### src/rtl/phase_meter_pkg.sv
// Shared constants and FSM encoding for the phase meter and its input synchronizer.
package phase_meter_pkg;

   localparam int SYNC_LAT             = 2;
   localparam int TIMEOUT_HALF_PERIODS = 8;

   typedef enum logic [2:0] {
      IDLE,
      ARM,
      WAIT_RISE,
      WAIT_PERIOD,
      DONE
   } state_e;

endpackage

### src/rtl/edge_sync.sv
// Two-flop synchronizer for an asynchronous level plus a one-cycle rising-edge pulse.
module edge_sync
   import phase_meter_pkg::*;
(
   input  logic clk_i,
   input  logic rst_i,
   input  logic d_i,
   output logic level_o,
   output logic rise_o
);

   // sh_q[0] is the metastability flop; the extra top bit only feeds the edge detector
   logic [SYNC_LAT:0] sh_q;

   always_ff @(posedge clk_i) begin
      if (rst_i) sh_q <= '0;
      else       sh_q <= {sh_q[SYNC_LAT-1:0], d_i};
   end

   assign level_o = sh_q[SYNC_LAT-1];
   assign rise_o  = sh_q[SYNC_LAT-1] & ~sh_q[SYNC_LAT];

endmodule

### src/rtl/phase_meter.sv
// Captures the timebase phase {pol, cnt} of an external square wave's rising edge and its period.
// Period measurement is built only when PHASE_METER_PERIOD_EN is defined.
module phase_meter
   import phase_meter_pkg::*;
#(
   parameter int OFFSET_WIDTH = 11
)(
   input  logic                    clk_i,
   input  logic                    rst_i,
   input  logic                    sig_in_i,
   input  logic [OFFSET_WIDTH-2:0] divide_i,
   input  logic                    start_i,
   output logic                    busy_o,
   output logic                    done_o,
   output logic                    valid_o,
   output logic                    timeout_o,
   output logic [OFFSET_WIDTH-1:0] offset_o,
   output logic [OFFSET_WIDTH:0]   period_o
);

   localparam int CW  = OFFSET_WIDTH - 1;
   localparam int WCW = $clog2(TIMEOUT_HALF_PERIODS);

   state_e                  state_q, state_d;
   logic [CW-1:0]           tcnt_q;
   logic                    tpol_q;
   logic [WCW-1:0]          wcnt_q, wcnt_d;
   logic [OFFSET_WIDTH-1:0] off_q, off_d, cap;
   logic                    to_q, to_d;
   logic                    level, rise, wrap, active, capture, closing;

   edge_sync u_sync (
      .clk_i   (clk_i),
      .rst_i   (rst_i),
      .d_i     (sig_in_i),
      .level_o (level),
      .rise_o  (rise)
   );

   assign wrap = (tcnt_q == divide_i);

   always_ff @(posedge clk_i) begin
      if (rst_i) begin
         tcnt_q <= '0;
         tpol_q <= 1'b0;
      end else if (wrap) begin
         tcnt_q <= '0;
         tpol_q <= ~tpol_q;
      end else begin
         tcnt_q <= tcnt_q + CW'(1);
      end
   end

   // Back the timebase up by the synchronizer latency, borrowing from the previous half-period
   always_comb begin
      if (tcnt_q >= CW'(SYNC_LAT)) cap = {tpol_q, tcnt_q - CW'(SYNC_LAT)};
      else                         cap = {~tpol_q, tcnt_q + divide_i + CW'(1) - CW'(SYNC_LAT)};
   end

   assign active  = state_q inside {ARM, WAIT_RISE, WAIT_PERIOD};
   assign capture = (state_q == WAIT_RISE) && rise;
   assign closing = (state_q == WAIT_PERIOD) && rise;

   always_comb begin
      state_d = state_q;
      wcnt_d  = wcnt_q;
      off_d   = off_q;
      to_d    = to_q;
      case (state_q)
         IDLE: if (start_i) begin
            state_d = ARM;
            wcnt_d  = '0;
         end
         ARM: if (!level) state_d = WAIT_RISE;
         WAIT_RISE: if (rise) begin
            off_d  = cap;
            wcnt_d = '0;
            to_d   = 1'b0;
`ifdef PHASE_METER_PERIOD_EN
            state_d = WAIT_PERIOD;
`else
            state_d = DONE;
`endif
         end
         WAIT_PERIOD: if (rise) begin
            state_d = DONE;
            wcnt_d  = '0;
            to_d    = 1'b0;
         end
         DONE:    state_d = IDLE;
         default: state_d = IDLE;
      endcase
      // A real edge wins over a coincident timeout
      if (active && wrap && !capture && !closing) begin
         if (wcnt_q == WCW'(TIMEOUT_HALF_PERIODS - 1)) begin
            state_d = DONE;
            to_d    = 1'b1;
         end else begin
            wcnt_d = wcnt_q + WCW'(1);
         end
      end
   end

   always_ff @(posedge clk_i) begin
      if (rst_i) begin
         state_q <= IDLE;
         wcnt_q  <= '0;
         off_q   <= '0;
         to_q    <= 1'b0;
      end else begin
         state_q <= state_d;
         wcnt_q  <= wcnt_d;
         off_q   <= off_d;
         to_q    <= to_d;
      end
   end

`ifdef PHASE_METER_PERIOD_EN
   logic [OFFSET_WIDTH:0] pcnt_q, pcnt_d, per_q, per_d, pinc;

   assign pinc = (&pcnt_q) ? pcnt_q : pcnt_q + (OFFSET_WIDTH+1)'(1);

   always_comb begin
      pcnt_d = pcnt_q;
      per_d  = per_q;
      if (capture)                     pcnt_d = '0;
      else if (state_q == WAIT_PERIOD) pcnt_d = pinc;
      if (closing)                     per_d  = pinc;
   end

   always_ff @(posedge clk_i) begin
      if (rst_i) begin
         pcnt_q <= '0;
         per_q  <= '0;
      end else begin
         pcnt_q <= pcnt_d;
         per_q  <= per_d;
      end
   end

   assign period_o = per_q;
`else
   assign period_o = '0;
`endif

   assign busy_o    = active;
   assign done_o    = (state_q == DONE);
   assign valid_o   = done_o & ~to_q;
   assign timeout_o = done_o & to_q;
   assign offset_o  = off_q;

endmodule

### config.mk
export PLATFORM = sky130hd
export DESIGN_NAME = phase_meter
export DESIGN_NICKNAME = d
export VERILOG_FILES = /design/src/rtl/phase_meter_pkg.sv /design/src/rtl/edge_sync.sv /design/src/rtl/phase_meter.sv
export SDC_FILE = /design/constraint.sdc
export NUM_CORES = 1
export LEC_CHECK = 0
export ABC_AREA = 1
export BUFFER_PORTS_ARGS = -buffer_cell sky130_fd_sc_hd__buf_4
export CAP_MARGIN = 5
export CELL_PAD_IN_SITES_DETAIL_PLACEMENT = 1
export CELL_PAD_IN_SITES_GLOBAL_PLACEMENT = 1
export CORE_AREA = 4 4 80 90
export CTS_CLUSTER_SIZE = 16
export DETAILED_ROUTE_END_ITERATION = 10
export DIE_AREA = 0 0 84 94
export PLACE_DENSITY_LB_ADDON = 0.1
export SLEW_MARGIN = 25
export SYNTH_ARGS = -nofsm -noshare
export SYNTH_HDL_FRONTEND = slang
export SYNTH_HIERARCHICAL = 1
export SYNTH_SLANG_ARGS = --single-unit
### constraint.sdc
create_clock -name clk_i -period 2.5 [get_ports clk_i]
set_input_delay 0.125 -clock clk_i [delete_from_list [all_inputs] [get_ports clk_i]]
set_output_delay 0.125 -clock clk_i [all_outputs]
set_load 0.005 [all_outputs]
Yosys cells after proc, flatten, opt, wreduce, memory -nomap -nowiden --
Index checks and enable logic that the tools add are counted.
Storage, ports and cells: register bits 32, output and inout bits 27, bits of input ports 14
Cells by class: multiplexer cells 16, bitwise logic cells 6, reduce and logical (&&, ||, !) cells 12, order comparisons 1, add/subtract/negate cells 6, equal/unequal tests 6
Operators with widths (count):
- 3-bit two-way mux | 9
- 10-bit by 1-bit adder with 10-bit output (second input constant) | 2
- 10-bit by 2-bit subtractor with 10-bit output (second input constant) | 2
- 11-bit two-way mux | 1
- 10-bit adder | 1
- 10-bit == test | 1
- 10-bit by 2-bit greater-or-equal comparator with 1-bit output (second input constant) | 1
- 3-bit case mux with 3 select lines | 1
- 3-bit by 2-bit == test with 1-bit output (second input constant) | 2
- 3-bit == test (second input constant) | 2
- 3-bit case mux with 2 select lines | 1
- 1-bit logical AND | 5
- 1-bit two-way mux | 4
- 2-bit OR reduction | 2
- 3-bit by 1-bit adder with 3-bit output (second input constant) | 1
- 1-bit bitwise AND | 3
- 3-bit by 1-bit == test with 1-bit output (second input constant) | 1
- 3-bit zero test | 1
- 1-bit NOT | 3
- 3-bit nonzero test | 1
- 1-bit zero test | 2
- 2-bit AND reduction | 1

Depth between registers and ports, before layout --
depth after elaboration 7, mapped depth 15

Cells and area by module --
Netlist, hierarchy kept.
Modules (own cells, without submodules):
- phase_meter | area an instance 2362.3 um^2, instances 1, cells each 355, seq. area each 580.6 um^2
- edge_sync | area an instance 86.3 um^2, instances 1, cells each 10, seq. area each 60.1 um^2

Worst setup path before layout --
Ideal clock, no wire load.
path kind flip-flop to flip-flop, start point reg tcnt_q[1], end point reg off_q[9] (netlist: offset_o[9]), arrival time 1.898 ns, setup time 0.131 ns, setup slack 0.472 ns, path buffers 0, stages on the path, launching flop included 14, required time 2.369 ns, path through dfxtp_1 -> inv_1 -> ha_1 -> inv_1 -> ha_1 -> fa_1 -> nand3_1 -> nand2_1 -> nand2_1 -> nand2_1 -> nand2_1 -> nand3_1 -> nand2_1 -> a21oi_2
Between the ends: longest elaborated chain between the ends 4, elaborated cells on any way between the ends 6, those cells by class add/sub (4); order compare (1); mux (1)
Ends and longest elaborated chain:
- start: declaration | RTL line phase_meter.sv:25 | logic [CW-1:0] tcnt_q;
- start signal: assignment | RTL line phase_meter.sv:50 | tcnt_q <= tcnt_q + CW'(1);
- 10-bit adder | RTL line phase_meter.sv:57 | else cap = {~tpol_q, tcnt_q + divide_i + CW'(1) - CW'(SYNC_LAT)};
- 10-bit by 1-bit adder with 10-bit output | RTL line phase_meter.sv:57
- 10-bit by 2-bit subtractor with 10-bit output | RTL line phase_meter.sv:57
- 11-bit two-way mux * | RTL line phase_meter.sv:56 | if (tcnt_q >= CW'(SYNC_LAT)) cap = {tpol_q, tcnt_q - CW'(SYNC_LAT)};
- end signal: assignment | RTL line phase_meter.sv:108 | off_q <= '0;
- end signal: assignment | RTL line phase_meter.sv:113 | off_q <= off_d;
- end: declaration | RTL line phase_meter.sv:28 | logic [OFFSET_WIDTH-1:0] off_q, off_d, cap;
Mark *: on every way between the ends. The rest lies on a longest branch, timed or not. A chain may end at the register's enable or synchronous reset.

Worst setup path in the final report --
Ends and elaborated chain as after synthesis.

==> flow_metrics.py <==
metrics = {
    "outcome": {
        "status": "finished clean",
    },
    "drt": {
        "drc": 0,
        "wl_um": 6270,
        "vias": 2273,
        "avgRoutedWirePerCell_um": 13.0,
        "ant_nets": 0,
        "drt_iter0_drc": 67,
        "firstDrtPassIters": 4,
        "viasPerCell": 4.71,
    },
    "synth": {
        "synth_commonest_cells": "inv_1 (68), nand2_1 (68), nor2_1 (51)",
        "synth-main-ff-cell": "dfxtp_1",
        "ys_warn_count": 6,
        "avgSynthCellArea_um2": 6.71,
        "synth_seq_area_share_pct": 26.2,
        "synth_area_um2": 2450,
        "yosysTopAreaCell": "dfxtp_1",
        "synth_area_leaders": "dfxtp_1 (26%), ha_1 (12%), inv_1 (10%), nand2_1 (10%), nor2_1 (7.8%)",
        "synth_edf_count": 0,
        "ys_ff_latch": 32,
        "syn_inst": 365,
        "synth_top_area_share_pct": 26.2,
        "synthArstFlopShare_pct": 0,
        "ys_types": 37,
    },
    "clock_tree": {
        "cts_sinks": 32,
        "cts_buffer_depth": 2,
        "numCtsBuffers": 5,
        "cts_hold_buffers": 0,
        "cts.repair.resized": 0,
        "path_clk_slew_ns": 0.07,
        "cts_tree": "done",
        "clock-root-buffer": "clkbuf_8",
        "htreeDepth": 2,
        "insertion_delay_ns": 0.29,
        "cts_setup_buffers": 0,
    },
    "global_routing": {
        "grt_pass1_vias": 2335,
        "grt-ovfl-total": 0,
        "grt_use_met2_pct": 32.4,
        "grt_busiest_layer": "met2",
        "met1_usage_pct": 19.3,
        "grt_first_pass_wirelength_um": 10800,
        "antenna_found_initial": 0,
        "grt_max_degree": 18,
        "met3_usage_pct": 3.16,
        "track_usage_pct": 17.0,
    },
    "sta": {
        "clock_skew_ns": 0.00484,
        "finalSetupTns_ns": 0,
        "hold_ws_ns": 0.0335,
        "period_share_pct": 88.4,
        "finalSetupViolations": 0,
        "hold_violations": 0,
        "period_needed_ns": 2.21,
        "post-route-worst-setup-slack_ns": 0.291,
        "rsz0062_at_grt": "false",
        "fmax_ghz": 0.453,
        "drv_slew": 0,
    },
    "job": {
        "drv_cap": 0,
    },
    "setup_path": {
        "cp_max_fo": 5,
        "crit_arrival_ns": 2.39,
        "r2r_slack_ns": 0.29,
        "cp-end-kind": "register",
        "cp.required_ns": 2.68,
        "startpoint_type": "register",
        "worstSetupPathType": "reg -> reg",
    },
    "power": {
        "power_uw": 1360,
        "vdd_drop_max_uv": 215,
        "leakagePower_uw": 0.00146,
        "power-per-cell-area_nw_per_um2": 482,
    },
    "die": {
        "die_h_um": 94,
        "die_area_um2": 7900,
        "core.rowCount": 31,
        "fp.dieW_um": 84,
        "ioPinCount": 41,
        "initial_core_util_pct": 38.5,
        "coreArea_um2": 6360,
    },
    "final_layout": {
        "insertedDiodeCount": 0,
        "areaGrowthSynthToFinish_pct": 15.4,
        "fin_nets": 438,
        "drive_above_1_share_pct": 16.7,
    },
    "place": {
        "dp_hpwl_um": 5260,
        "pre_cts_slack_ns": 0.299,
        "numPortBuffers": 28,
        "place_congestion": 0.881,
    },
    "hold_path": {
        "hp-class": "in -> reg",
    },
}
-- state kept, by name (all words and copies together) (netlist names) --
name,count
u_sync/sh_q,3
tcnt_q,10
state_q,3
wcnt_q,3
to_q,1
tpol_q,1
offset_o,11
-- per-layer routing --
metal	wire length, µm	part of all wire [%]
met1	2750	44
met3	165	2.6
met2	3270	52
met5	0	0
met4	75	1.2
-- kinds of logic after synthesis --
| group | share of synthesized area, % |
|---|---|
| AOI/OAI and AO/OA | 8.89 |
| xor gates and xnor gates | 3.58 |
| adders and majority gates | 12.6 |
| buffers and inverters | 16.1 |
| DFF | 26.2 |
| other | 0.153 |
| and+or+nand+nor | 32.5 |
-- cells in the final DEF (no fill, tap or decap), types with 2 or more instances in the layout --
| master | count |
|---|---|
| a21oi_1 | 19 |
| o21ai_0 | 9 |
| conb_1 | 12 |
| nor2_1 | 51 |
| nand2_1 | 68 |
| inv_1 | 68 |
| ha_1 | 23 |
| inv_2 | 2 |
| or2_2 | 4 |
| nor3_2 | 2 |
| nand2_2 | 5 |
| xor2_1 | 8 |
| dfxtp_1 | 32 |
| nand4_1 | 4 |
| buf_4 | 34 |
| nor3_1 | 2 |
| nand3_1 | 23 |
| nand3_2 | 2 |
| nor2_4 | 5 |
| o21ai_1 | 4 |
| a21oi_2 | 2 |
| xnor2_1 | 2 |
| clkbuf_8 | 5 |
-- where the power goes --
group | total (µW) | leakage (µW) | switching [µW] | internal [µW]
Sequential | 533 | 0.000259 | 11.4 | 521
Clock | 504 | 0.0000552 | 208 | 296
Combinational | 328 | 0.00115 | 204 | 124
Total | 1360 | 0.00146 | 423 | 941
-- final cells by class --
type | count | area [µm²]
Fill cell | 847 | 3530
Sequential cell | 32 | 641
Clock buffer | 6 | 72.6
Inverter | 71 | 267
Multi-Input combinational cell | 256 | 1450
Tap cell | 82 | 103
Timing Repair Buffer | 34 | 255
Clock inverter | 2 | 35.0
-- path summary, 6_finish.rpt --
kind                            cells after the start             end            from
worst max-delay path                               13     offset_o[9]       tcnt_q[1]
worst min-delay path                                3  u_sync/sh_q[0]        sig_in_i
worst max register to register                     13     offset_o[9]       tcnt_q[1]
worst min register to register                      2  u_sync/sh_q[1]  u_sync/sh_q[0]
-- worst max-delay path, cell delays in order (launching register included) --
cell,delay (ns)
dfxtp_1,0.41
inv_1,0.12
ha_1,0.28
inv_1,0.05
ha_1,0.22
fa_1,0.43
nand3_1,0.11
nand2_1,0.09
nand2_1,0.09
nand2_1,0.05
nand2_1,0.06
nand3_1,0.06
nand2_1,0.09
a21oi_2,0.05
-- metrics by stage --
stage | utilization (%) | std cells | cell area [µm²]
3_3_place_gp | 42.7 | 475 | 2720
6_report | 44.4 | 483 | 2830
2_1_floorplan | - | 376 | 2490
4_1_cts | 44.4 | 483 | 2830
3_5_place_dp | 42.7 | 475 | 2720
5_1_grt | 44.4 | 483 | 2830
No activity file was read; power rests on OpenSTA's default activity.
